### config.mk
export PLATFORM = sky130hd
export DESIGN_NAME = cdb_arbiter_flat
export DESIGN_NICKNAME = d
export VERILOG_FILES = /design/src/rtl/cdb_arbiter_pkg.sv /design/src/rtl/cdb_arbiter_if.sv /design/src/rtl/cdb_fifo.sv /design/src/rtl/cdb_arbiter.sv /design/src/flat_wrapper.sv
export SDC_FILE = /design/constraint.sdc
export NUM_CORES = 1
export LEC_CHECK = 0
export CAP_MARGIN = 20
export CORE_ASPECT_RATIO = 0.8
export CORE_UTILIZATION = 40
export CTS_BUF_LIST = sky130_fd_sc_hd__clkbuf_8
export DETAILED_ROUTE_END_ITERATION = 6
export GPL_TIMING_DRIVEN = 0
export PLACE_DENSITY = 0.57
export SETUP_SLACK_MARGIN = 0.02
export SYNTH_ARGS = -nofsm -noshare
export SYNTH_HDL_FRONTEND = slang
export SYNTH_HIERARCHICAL = 1
export SYNTH_SLANG_ARGS = --single-unit
### constraint.sdc
create_clock -name clock -period 6.2 [get_ports clock]
set_input_delay 1.24 -clock clock [delete_from_list [all_inputs] [get_ports clock]]
set_output_delay 1.24 -clock clock [all_outputs]
set_load 0.005 [all_outputs]
### src/rtl/cdb_arbiter_pkg.sv
// Shared types for the Common Data Bus arbiter: producer ids, the execute
// write-back packet, and the round-robin pointer helper.
package cdb_arbiter_pkg;

   typedef enum logic [1:0] {
      CDB_ALU   = 2'd0,
      CDB_MULT  = 2'd1,
      CDB_STORE = 2'd2,
      CDB_LOAD  = 2'd3
   } CDB_SRC;

   localparam int NUM_CDB_SRC = 4;
   localparam int ROB_TAG_W   = 5;

   typedef struct packed {
      logic                 valid;
      logic [ROB_TAG_W-1:0] rob_tag;
      logic [31:0]          value;
      logic [31:0]          inst;
      logic [31:0]          npc;
   } EX_WR_PACKET;

   function automatic int rr_next(input int idx, input int n);
      return (idx + 1) % n;
   endfunction

endpackage

### src/rtl/cdb_arbiter_if.sv
// Producer-to-CDB bundle: per-source packets and stalls in, one broadcast out.
interface cdb_arbiter_if
   import cdb_arbiter_pkg::*;
#(
   parameter int NUM_SRC = NUM_CDB_SRC
) ();

   localparam int SW = (NUM_SRC > 1) ? $clog2(NUM_SRC) : 1;

   logic                      flush;
   EX_WR_PACKET [NUM_SRC-1:0] src_packet;
   logic [NUM_SRC-1:0]        src_stall;
   EX_WR_PACKET               cdb_packet;
   logic [SW-1:0]             cdb_src;
   logic                      overflow;

   modport master (
      output flush, src_packet,
      input  src_stall, cdb_packet, cdb_src, overflow
   );

   modport slave (
      input  flush, src_packet,
      output src_stall, cdb_packet, cdb_src, overflow
   );

endinterface

### src/rtl/cdb_fifo.sv
// Per-producer result FIFO with wrap-around pointers, registered-count stall,
// and a one-cycle pulse whenever an incoming packet has to be dropped.
module cdb_fifo
   import cdb_arbiter_pkg::*;
#(
   parameter  int DEPTH        = 4,
   parameter  int STALL_MARGIN = 1,
   localparam int CW           = $clog2(DEPTH + 1),
   localparam int PW           = $clog2(DEPTH)
) (
   input  logic          clock,
   input  logic          reset,
   input  logic          flush,
   input  logic          push,
   input  EX_WR_PACKET   push_data,
   input  logic          pop,
   output EX_WR_PACKET   head,
   output logic          empty,
   output logic [CW-1:0] count,
   output logic          stall,
   output logic          overflow_pulse
);

   localparam logic [CW-1:0] FULL_COUNT = CW'(DEPTH);

   EX_WR_PACKET   mem [DEPTH];
   logic [PW-1:0] head_ptr;
   logic [PW-1:0] tail_ptr;
   logic          do_pop;
   logic          do_push;

   function automatic logic [PW-1:0] wrap_inc(input logic [PW-1:0] p);
      return (p == PW'(DEPTH - 1)) ? '0 : p + PW'(1);
   endfunction

   // A full FIFO still accepts when its head leaves in the same cycle.
   assign do_pop         = pop && !empty;
   assign do_push        = push && !flush && ((count != FULL_COUNT) || do_pop);
   assign overflow_pulse = push && !flush && (count == FULL_COUNT) && !do_pop;
   assign empty          = (count == '0);
   assign head           = mem[head_ptr];
   assign stall          = (DEPTH - int'(count)) <= STALL_MARGIN;

   // NOTE: state registers use non-blocking assignments so every flop samples pre-edge values.
   always_ff @(posedge clock or negedge reset) begin
      if (!reset) begin
         head_ptr <= '0;
         tail_ptr <= '0;
         count    <= '0;
      end else if (flush) begin
         head_ptr <= '0;
         tail_ptr <= '0;
         count    <= '0;
      end else begin
         if (do_push) tail_ptr <= wrap_inc(tail_ptr);
         if (do_pop)  head_ptr <= wrap_inc(head_ptr);
         case ({do_push, do_pop})
            2'b10:   count <= count + CW'(1);
            2'b01:   count <= count - CW'(1);
            default: count <= count;
         endcase
      end
   end

   // NOTE: storage is not reset; count gates every read, so stale entries never reach the bus.
   always_ff @(posedge clock) begin
      if (do_push) mem[tail_ptr] <= push_data;
   end

endmodule

### src/rtl/cdb_arbiter.sv
// Common Data Bus arbiter: one FIFO per producer, round-robin broadcast of
// one result per cycle, sticky overflow flag, flush squashes everything.
module cdb_arbiter
   import cdb_arbiter_pkg::*;
#(
   parameter int NUM_SRC      = NUM_CDB_SRC,
   parameter int FIFO_DEPTH   = 4,
   parameter int STALL_MARGIN = 1
) (
   input logic          clock,
   input logic          reset,
   cdb_arbiter_if.slave bus
);

   localparam int SW = (NUM_SRC > 1) ? $clog2(NUM_SRC) : 1;
   localparam int CW = $clog2(FIFO_DEPTH + 1);

   EX_WR_PACKET        head [NUM_SRC];
   logic [NUM_SRC-1:0] empty;
   logic [NUM_SRC-1:0] pop;
   logic [NUM_SRC-1:0] ovf_pulse;
   logic [SW-1:0]      rr_ptr;
   logic [SW-1:0]      winner;
   logic [SW-1:0]      idx;
   logic               found;
   logic               overflow_q;

   for (genvar i = 0; i < NUM_SRC; i++) begin : g_src
      logic [CW-1:0] count;

      cdb_fifo #(
         .DEPTH        (FIFO_DEPTH),
         .STALL_MARGIN (STALL_MARGIN)
      ) u_fifo (
         .clock          (clock),
         .reset          (reset),
         .flush          (bus.flush),
         .push           (bus.src_packet[i].valid),
         .push_data      (bus.src_packet[i]),
         .pop            (pop[i]),
         .head           (head[i]),
         .empty          (empty[i]),
         .count          (count),
         .stall          (bus.src_stall[i]),
         .overflow_pulse (ovf_pulse[i])
      );

      a_count_bound : assert property (@(posedge clock) disable iff (!reset)
         count <= CW'(FIFO_DEPTH));
   end

   // NOTE: every signal written here gets a default first, so no path leaves it unassigned (no latch).
   always_comb begin
      found  = 1'b0;
      winner = '0;
      idx    = '0;
      pop    = '0;
      for (int k = 0; k < NUM_SRC; k++) begin
         idx = SW'((int'(rr_ptr) + k) % NUM_SRC);
         if (!found && !empty[idx]) begin
            found  = 1'b1;
            winner = idx;
         end
      end
      if (found) pop[winner] = 1'b1;
   end

   always_comb begin
      bus.cdb_packet = '0;
      bus.cdb_src    = '0;
      if (found) begin
         bus.cdb_packet       = head[winner];
         bus.cdb_packet.valid = 1'b1;
         bus.cdb_src          = winner;
      end
   end

   // A flush squashes the broadcast, so the fairness pointer must not advance.
   always_ff @(posedge clock or negedge reset) begin
      if (!reset) begin
         rr_ptr     <= '0;
         overflow_q <= 1'b0;
      end else begin
         if (found && !bus.flush) rr_ptr <= SW'(rr_next(int'(winner), NUM_SRC));
         if (|ovf_pulse)          overflow_q <= 1'b1;
      end
   end

   assign bus.overflow = overflow_q;

endmodule

### src/flat_wrapper.sv
// flat-port wrapper written by rule: the top's interface ports become plain ports
module cdb_arbiter_flat import cdb_arbiter_pkg::*;
#(
   parameter int NUM_SRC      = NUM_CDB_SRC,
   parameter int FIFO_DEPTH   = 4,
   parameter int STALL_MARGIN = 1
)
  (clock, reset, bus_flush, bus_src_packet, bus_src_stall, bus_cdb_packet, bus_cdb_src, bus_overflow);
  cdb_arbiter_if #(.NUM_SRC(NUM_SRC)) bus_i ();
  input logic clock;
  input logic reset;
  input wire logic [$bits(bus_i.flush)-1:0] bus_flush;
  input wire logic [$bits(bus_i.src_packet)-1:0] bus_src_packet;
  output wire logic [$bits(bus_i.src_stall)-1:0] bus_src_stall;
  output wire logic [$bits(bus_i.cdb_packet)-1:0] bus_cdb_packet;
  output wire logic [$bits(bus_i.cdb_src)-1:0] bus_cdb_src;
  output wire logic [$bits(bus_i.overflow)-1:0] bus_overflow;
  assign bus_i.flush = bus_flush;
  assign bus_i.src_packet = bus_src_packet;
  assign bus_src_stall = bus_i.src_stall;
  assign bus_cdb_packet = bus_i.cdb_packet;
  assign bus_cdb_src = bus_i.cdb_src;
  assign bus_overflow = bus_i.overflow;
  cdb_arbiter #(.NUM_SRC(NUM_SRC), .FIFO_DEPTH(FIFO_DEPTH), .STALL_MARGIN(STALL_MARGIN)) u_core (.clock(clock), .reset(reset), .bus(bus_i));
endmodule
==> results of run 1 <==
[routing by layer]
metal / vias up / wire length [µm] / track usage
met3: 353 / 13700 / 0.0659
met5: - / 500 / 0
met2: 1174 / 84700 / 0.343
met4: 78 / 3990 / 0.0618
met1: 16600 / 74000 / 0.294
li1: 13400 / - / -
[flip-flops by register name, indices dropped and copies added, names as in the netlist]
name                          cells
u_core/g_src.u_fifo/mem        1616
u_core/g_src.u_fifo/count        12
u_core/g_src.u_fifo/head_ptr      8
u_core/g_src.u_fifo/tail_ptr      8
u_core/rr_ptr                     2
u_core/bus.overflow               1
[critical path, stage by stage, from the launching register on]
cell and delay (ns):
dfrtp_1 0.44, nor2_1 0.20, ha_1 0.31, and2b_1 0.22, nor3_1 0.20, o21ai_2 0.15, nand2_1 0.11, buf_2 0.55
buf_2 0.59, o22ai_1 0.17, clkdlybuf4s50_1 0.68
[cell type report]
type,count,area share
antenna,15,0.000483
multi-input combinational,927,0.173
buffer,144,0.0179
sequential,1647,0.634
timing repair buffer,554,0.0782
tap,2128,0.0343
clock inverter,175,0.00942
inverter,25,0.00121
clock buffer,291,0.0515
[power groups by stage]
stage / combinational (mW) / clock, mW / sequential [mW]
after CTS: 15.9 / 8.84 / 13.2
after floorplan: 8.08 / 0 / 13.5
after detailed placement: 15.8 / 0 / 13.5
after global routing: 16.4 / 9.30 / 13.3
after global placement: 15.6 / 0 / 13.6
final: 15.5 / 8.60 / 13.2
[metrics by stage]
| stage | cell area, µm² | power (mW) | TNS (ns) |
|---|---|---|---|
| detailed placement | 72900 | 29.3 | 0 |
| finish | 77700 | 37.4 | 0 |
| floorplan | 64200 | 21.6 | 0 |
| global placement | 72000 | 29.3 | -4731.56 |
| CTS | 77700 | 38.0 | 0 |
| global route | 77700 | 39.0 | 0 |
[worst max-delay path by stage]
stage                                                   end  slack, ns  cells after the start
after floorplan            u_core/g_src[2].u_fifo/mem[0][0]       0.91                     11
after global placement    u_core/g_src[2].u_fifo/mem[1][41]      -3.18                     11
after detailed placement                  bus_cdb_packet[1]       1.13                      9
after CTS                                 bus_cdb_packet[1]       0.14                     10
after global routing                      bus_cdb_packet[1]       0.06                     10
final                                     bus_cdb_packet[1]       0.30                     10
==> impl_metrics.yaml, run 1 <==
run_status:
  status: "finished, final reports clean"
timing:
  rsz0062_at_grt: "false"
  worst_slack_ns: 0.298
  max_freq_mhz: 169
  max_slew_margin: 0.231
  final_hold_viol_count: 0
  worstMarginPinSlew_ns: 1.15
  whs_ns: 0.306
  finClkSkew_ns: 0.0759
  drv_slew: 0
  finalCriticalPeriod_ns: 5.90
  period_share: 0.952
  setup_viol: 0
cells_and_area:
  multi_input_area_um2: 13400
  final_nets: 4029
  area_delta_synth_final_pct: 21.1
  layout_commonest_cell: "edfxtp_1"
  fillers: 13100
  seqCellArea_um2: 49300
  final_cells: 5906
  fin_util: 0.488
  drive_gt1_frac: 0.242
  mostFrequentLayoutCells: "edfxtp_1 (1616), clkdlybuf4s50_1 (518), mux4_2 (404), clkbuf_8 (291), mux2i_1 (209)"
clock_network:
  path_clk_slew_ns: 0.06
  cts_buffers: 285
  cts_tree: "done"
  clock-root-buffer: "clkbuf_8"
  cts_num_sinks: 1647
  cts_max_level: 5
  postCtsSetupRepairBufs: 0
  cts_resized: 2
  clk_latency_ns: 1.02
  hold_buffers: 0
  cts_buffer_depth: 4
job:
  drv_cap: 0
worst_setup_path:
  end_kind: "output port"
  critPathLaunchType: "flip-flop"
  r2r_slack_ns: 1.47
  cp.arrival_ns: 4.66
  startpoint: "u_core/g_src[2].u_fifo/count[0]"
  worstPathMaxFanout: 10
  crit_type: "reg -> out"
  rr_worst_depth: 12
  cp_data_required_time_ns: 4.96
  r2r_end: "u_core/g_src[2].u_fifo/mem[2][38]"
  r2r-start: "u_core/g_src[1].u_fifo/count[1]"
drt:
  routed_wl_mm: 177
  first_pass_iters: 6
  antenna_left: 0
  first_iter_violations: 2740
  drc: 0
  vias_per_cell: 5.34
  post_drt_wl_per_cell_um: 30.0
  vias: 31600
power_and_ir_drop:
  intPower_mw: 24.6
  leakagePower_nw: 25.0
  p_seq_frac: 0.354
  p_clk_frac: 0.230
  power_switching_share: 0.341
  powerDensity_nw_per_um2: 481
  max-vdd-ir-drop_v: 0.000432
  switchingPower_mw: 12.8
  pwr-share-comb: 0.416
grt:
  grt_pass1_wl_mm: 248
  grt_pass1_vias: 32800
  grt_start_max_net_pins: 48
  grt_antenna_before_repair: 61
  grt_usage: 0.218
  grt_overflow: 0
yosys:
  syn_area_um2: 64200
  yosysWarningCount: 6
  synth_nets: 3188
  postSynthCellCount: 2743
  syn_area_per_cell_um2: 23.4
floorplanning:
  fp.dieH_um: 360
  start_util: 0.403
  floorplan.die_area_um2: 162000
  core_um2: 159000
  ios: 520
  die_w_um: 450
  rows: 131
placed_design:
  hpwlAfterDp_mm: 118
  place_congestion: 0.764
  place_inst: 5425
  numPortBuffers: 519
  place_ws_ns: 1.13
hold_path:
  min_path_type: "in -> async"
No activity file was read; power rests on OpenSTA's default activity.
==> inputs of run 2 (changes only) <==
--- a/config.mk
+++ b/config.mk
@@ -5,13 +5,12 @@
 export SDC_FILE = /design/constraint.sdc
 export NUM_CORES = 1
 export LEC_CHECK = 0
-export CAP_MARGIN = 20
 export CORE_ASPECT_RATIO = 0.8
-export CORE_UTILIZATION = 40
+export CORE_UTILIZATION = 52
 export CTS_BUF_LIST = sky130_fd_sc_hd__clkbuf_8
 export DETAILED_ROUTE_END_ITERATION = 6
 export GPL_TIMING_DRIVEN = 0
-export PLACE_DENSITY = 0.57
+export PLACE_DENSITY = 0.72
 export SETUP_SLACK_MARGIN = 0.02
 export SYNTH_ARGS = -nofsm -noshare
 export SYNTH_HDL_FRONTEND = slang
==> run 2 against run 1 <==
Via count is 1.8% higher. Critical path depth is 1 lower. Flip-flop and latch count stayed put. Clock power is 6.2% lower. Final cell count is 8.9% lower. Utilization is 14 points higher. Routed wire length is 6.9% lower. Fmax is 1.8% lower. First-iteration DRC count is 2.8% higher. Hold slack better by 0.036 ns. Clock skew is 0.0086 ns lower. Register-to-register slack worse by 0.69 ns. Critical path type unchanged. Critical endpoint is now bus_cdb_packet[42]. Largest power group unchanged.
==> impl_metrics.yaml, run 2 (synthesis results as in run 1) <==
run_status:
  status: "finished, final reports clean"
grt:
  grt_util_met1: 0.342
  grt_overflow: 0
  grt_antenna_before_repair: 61
  grt_pass1_wl_mm: 233
  grt-busiest-layer: "met2"
  grt_start_max_net_pins: 56
  met3_usage: 0.0781
  use_met2: 0.431
  grt_pass1_vias: 33800
  grt_usage: 0.264
power_and_ir_drop:
  max-vdd-ir-drop_v: 0.000650
  total_power_mw: 36.4
  powerDensity_nw_per_um2: 475
  leakagePower_nw: 24.7
timing:
  setup-tns-final_ns: 0
  setup_viol: 0
  finalCriticalPeriod_ns: 6.01
  max_slew_margin: 0.278
  max_freq_mhz: 166
  worstMarginPinSlew_ns: 1.08
  whs_ns: 0.341
  rsz0062_at_grt: "false"
  final_hold_viol_count: 0
  drv_slew: 0
  period_share: 0.969
  finClkSkew_ns: 0.0673
clock_network:
  hold_buffers: 0
  clk_latency_ns: 0.97
  cts_max_level: 4
  cts_buffer_depth: 3
  postCtsSetupRepairBufs: 0
  cts_resized: 0
  cts_buffers: 237
  path_clk_slew_ns: 0.06
  cts_tree: "done"
  clock-root-buffer: "clkbuf_8"
  cts_num_sinks: 1647
drt:
  drc: 0
  first_pass_iters: 6
  vias: 32100
  vias_per_cell: 5.97
  antenna_left: 0
  post_drt_wl_per_cell_um: 30.6
  routed_wl_mm: 165
  first_iter_violations: 2816
cells_and_area:
  seqCellArea_um2: 49300
  reg.largest.list: "u_core/g_src.u_fifo/mem x1616, u_core/g_src.u_fifo/count x12"
  mostFrequentLayoutCells: "edfxtp_1 (1616), clkdlybuf4s50_1 (518), mux4_2 (404), clkbuf_8 (239), mux2i_1 (209)"
  final_nets: 3976
  fillers: 8221
  drive_gt1_frac: 0.238
  largest_reg_flops: 1616
  regMostFlops: "u_core/g_src.u_fifo/mem"
  multi_input_area_um2: 13400
  final_cells: 5381
  area_delta_synth_final_pct: 19.6
  layout_commonest_cell: "edfxtp_1"
placed_design:
  place_congestion: 0.813
  place_inst: 4917
  hpwlAfterDp_mm: 111
  numPortBuffers: 519
worst_setup_path:
  critPathLaunchType: "flip-flop"
  path_delay_family: "buffers and inverters"
  cp_data_required_time_ns: 4.96
  cpMaxStageDelayCell: "buf_2"
  worstPathMaxFanout: 19
  cp.arrival_ns: 4.77
  end_kind: "output port"
  critical-path-max-stage-delay_ns: 0.85
  crit_type: "reg -> out"
  crit_buf_inv: 3
  worstPathCellList: "nor2_1 -> ha_1 -> nor2b_1 -> nor3_1 -> o21ai_2 -> buf_2 -> buf_1 -> o22ai_1 -> clkdlybuf4s50_1"
floorplanning:
  die_w_um: 395
  rows: 114
  fp.dieH_um: 316
  core_um2: 122000
  ios: 520
  floorplan.die_area_um2: 125000
  start_util: 0.528
job:
  drv_cap: 0
hold_path:
  min_path_type: "in -> async"
run 2: per-layer routing:
metal	vias to the layer above	share of wire	wire [µm]
li1	13300	-	-
met1	16900	0.38	62100
met2	1560	0.50	82000
met3	308	0.099	16300
met4	70	0.024	3960
met5	-	0.0027	447
run 2: power breakdown:
part	total, mW	switching, mW	leakage (nW)	internal (mW)
combinational	15.1	7.93	7.10	7.19
sequential	13.3	0.215	15.1	13.0
clock	8.07	4.12	2.49	3.95
total	36.4	12.3	24.7	24.2
run 2: area by class of cell:
type                    count  share of cell area
clock inverters           199              0.0148
plain buffers             143              0.0180
well taps                1624              0.0265
flip-flops and latches   1647               0.643
clock buffers             239              0.0429
inverters                  25             0.00122
diodes                     27            0.000881
repair buffers            550              0.0783
multi-input cells         927               0.175
run 2: path summary, 6_finish.rpt:
path / start / end / slack (ns) / depth (start not counted)
worst max-delay path: u_core/g_src[3].u_fifo/count[0] / bus_cdb_packet[42] / 0.19 / 9
worst min-delay path: reset / u_core/g_src[1].u_fifo/count[1] / 0.34 / 1
worst max register to register: u_core/g_src[3].u_fifo/count[0] / u_core/g_src[2].u_fifo/mem[0][40] / 0.78 / 13
worst min register to register: u_core/bus.overflow / u_core/bus.overflow / 0.47 / 2
max in group asynchronous: reset / u_core/g_src[0].u_fifo/tail_ptr[1] / 5.30 / 1
min in group clock: u_core/bus.overflow / u_core/bus.overflow / 0.47 / 2
run 2: through the flow:
stage / setup slack (ns) / instance area [µm²] / util
2_1_floorplan: 0.912 / 64200 / -
3_3_place_gp: -2.48 / 71400 / 0.587
3_5_place_dp: 0.862 / 72200 / 0.594
4_1_cts: 0.182 / 76700 / 0.631
5_1_grt: 0.0234 / 76700 / 0.631
6_report: 0.190 / 76700 / 0.631
==> inputs of run 3 (changes only) <==
--- a/config.mk
+++ b/config.mk
@@ -14,5 +14,4 @@
 export SETUP_SLACK_MARGIN = 0.02
 export SYNTH_ARGS = -nofsm -noshare
 export SYNTH_HDL_FRONTEND = slang
-export SYNTH_HIERARCHICAL = 1
 export SYNTH_SLANG_ARGS = --single-unit
==> run 3 against run 2 <==
The flow now finishes with violations (design-rule violations). Sequential power barely moved. Register-to-register slack improved by 0.63 ns. Clock power is 0.5% higher. Combinational power rose by 9.9%.
==> impl_metrics.yaml, run 3 <==
cells_and_area:
  reg.largest.list: "u_core.g_src.u_fifo.mem x1616, u_core.g_src.u_fifo.count x12"
  multi_input_area_um2: 13700
  area_delta_synth_final_pct: 20.5
  final_nets: 4002
  fillers: 8116
  layout_commonest_cell: "edfxtp_1"
  final_cells: 5399
  seqCellArea_um2: 49300
  drive_gt1_frac: 0.226
  mostFrequentLayoutCells: "edfxtp_1 (1616), clkdlybuf4s50_1 (517), mux4_2 (407), clkbuf_8 (242), mux2i_1 (209)"
  regMostFlops: "u_core.g_src.u_fifo.mem"
  largest_reg_flops: 1616
yosys:
  synthArstFlopShare: 0.0188
  yosys.cell_count.top_type: "edfxtp_1"
  synth_commonest_cells: "edfxtp_1 (1616), mux4_2 (407), mux2i_1 (214)"
  synth_area_leaders: "edfxtp_1 (76%), mux4_2 (14%), mux2i_1 (3.4%), dfrtp_1 (1.2%), o22ai_1 (0.99%)"
  synth_xor_xnor_area_share: 0.00110
  syn_area_per_cell_um2: 23.0
  synth_compound_gate_area_share: 0.0136
  syn_area_um2: 63500
  synth_edf_count: 1616
  synth-seq-cells: 1647
  ys.flop_type: "edfxtp_1"
  postSynthCellCount: 2761
  yosys.area_share.simple: 0.00985
  synthDistinctLibCells: 45
  synth_nets: 3205
  synth.yosys.seq_area_share: 0.776
  synth_top_family_by_area: "multiplexers"
  synth_top_area_frac: 0.764
  synth_top_area_cell: "edfxtp_1"
  yosys.area_share.adder: 0.00697
  synthMuxAreaShare: 0.181
  yosysWarningCount: 0
timing:
  final_hold_viol_count: 0
  worst_slack_ns: 0.144
  worstMarginPinSlew_ns: 1.06
  drv_slew: 0
  setup-tns-final_ns: 0
  max_slew_margin: 0.295
  whs_ns: 0.352
  max_freq_mhz: 165
  setup_viol: 0
  finalCriticalPeriod_ns: 6.06
  rsz0062_at_grt: "true"
  finClkSkew_ns: 0.0495
  period_share: 0.977
clock_network:
  cts_max_level: 4
  hold_buffers: 0
  clock-root-buffer: "clkbuf_8"
  cts_buffers: 236
  clk_latency_ns: 0.97
  path_clk_slew_ns: 0.07
  cts_num_sinks: 1647
  cts_buffer_depth: 3
  cts_tree: "done"
run_status:
  status: "finished with violations"
  failed_checks: "design-rule violations"
drt:
  routed_wl_mm: 157
  vias_per_cell: 5.88
  first_pass_iters: 7
  post_drt_wl_per_cell_um: 29.1
  first_iter_violations: 3061
  drc: 3
  antenna_left: 0
  vias: 31800
floorplanning:
  start_util: 0.525
  die_w_um: 393
  ios: 520
  fp.dieH_um: 315
  floorplan.die_area_um2: 124000
  core_um2: 121000
  rows: 114
worst_setup_path:
  crit_type: "reg -> out"
  cp.arrival_ns: 4.82
  cp_data_required_time_ns: 4.96
  end_kind: "output port"
  worstPathMaxFanout: 11
  critPathLaunchType: "flip-flop"
grt:
  grt_antenna_before_repair: 55
  grt_pass1_wl_mm: 225
  grt_pass1_vias: 33000
  grt_overflow: 0
  grt_start_max_net_pins: 53
  grt_usage: 0.257
placed_design:
  place_inst: 4944
  numPortBuffers: 519
  place_congestion: 0.855
  hpwlAfterDp_mm: 107
  place_ws_ns: -0.223
job:
  drv_cap: 0
power_and_ir_drop:
  max-vdd-ir-drop_v: 0.000479
  leakagePower_nw: 24.6
  powerDensity_nw_per_um2: 495
hold_path:
  min_path_type: "in -> async"
## run 3: repair_timing
action,in CTS,in global routing
buffers inserted,0,0
resized for setup,48,35
setup endpoints to repair,102,97
## run 3: final timing paths
path | start | to | slack (ns) | cells after the start
min in group clock | u_core.bus.overflow | u_core.bus.overflow | 0.56 | 2
worst min register to register | u_core.bus.overflow | u_core.bus.overflow | 0.56 | 2
worst max-delay path | u_core.g_src[1].u_fifo.count[0] | bus_cdb_packet[93] | 0.14 | 12
worst min-delay path | reset | u_core.g_src[2].u_fifo.count[2] | 0.35 | 1
max in group asynchronous | reset | u_core.g_src[3].u_fifo.head_ptr[1] | 5.32 | 1
worst max register to register | u_core.g_src[1].u_fifo.count[0] | u_core.g_src[2].u_fifo.mem[2][56] | 1.41 | 12
## run 3: through the flow
stage,power [mW],instance area (µm²),util
5_1_grt,39.4,76500,0.633
3_5_place_dp,29.6,71800,0.594
4_1_cts,38.1,76400,0.632
6_report,37.9,76600,0.633
2_1_floorplan,21.6,63500,-
3_3_place_gp,29.4,70800,0.585
## run 3: cell type report
class / count / area share
antenna: 21 / 0.000686
buffer: 152 / 0.00963
clock buffer: 242 / 0.0435
clock inverter: 192 / 0.0147
inverter: 26 / 0.00127
multi-input combinational: 936 / 0.179
sequential: 1647 / 0.644
tap: 1624 / 0.0265
timing repair buffer: 559 / 0.0806
## run 3: cell families after synthesis
kind of cell    count (synthesis)
flops                        1647
mux                           639
buf+inv                       178
compound gates                135
simple gates                  121
fa+ha+maj                      33
xor+xnor                        8
## run 3: worst max-delay path, cell delays in order, from the launching register on
cell and delay, ns:
dfrtp_1 0.49, nor2_4 0.17, ha_2 0.27, nand4b_1 0.20, o41ai_4 0.12, or4_1 0.56, a32o_1 0.35, buf_8 0.21
buf_8 0.21, buf_2 0.27, mux2i_1 0.18, o22ai_1 0.23, clkdlybuf4s50_1 0.55
## run 3: power breakdown
| part | internal [mW] | switching [mW] |
|---|---|---|
| combinational | 7.78 | 8.78 |
| clock | 4.05 | 4.06 |
| sequential | 13.0 | 0.225 |
| total | 24.8 | 13.1 |
## run 3: per-layer routing
layer | vias to the layer above | track usage | share of wire
li1 | 13400 | - | -
met1 | 16600 | 0.346 | 0.39
met2 | 1392 | 0.407 | 0.49
met3 | 297 | 0.0768 | 0.094
met4 | 78 | 0.0808 | 0.023
met5 | - | 0 | 0.0030
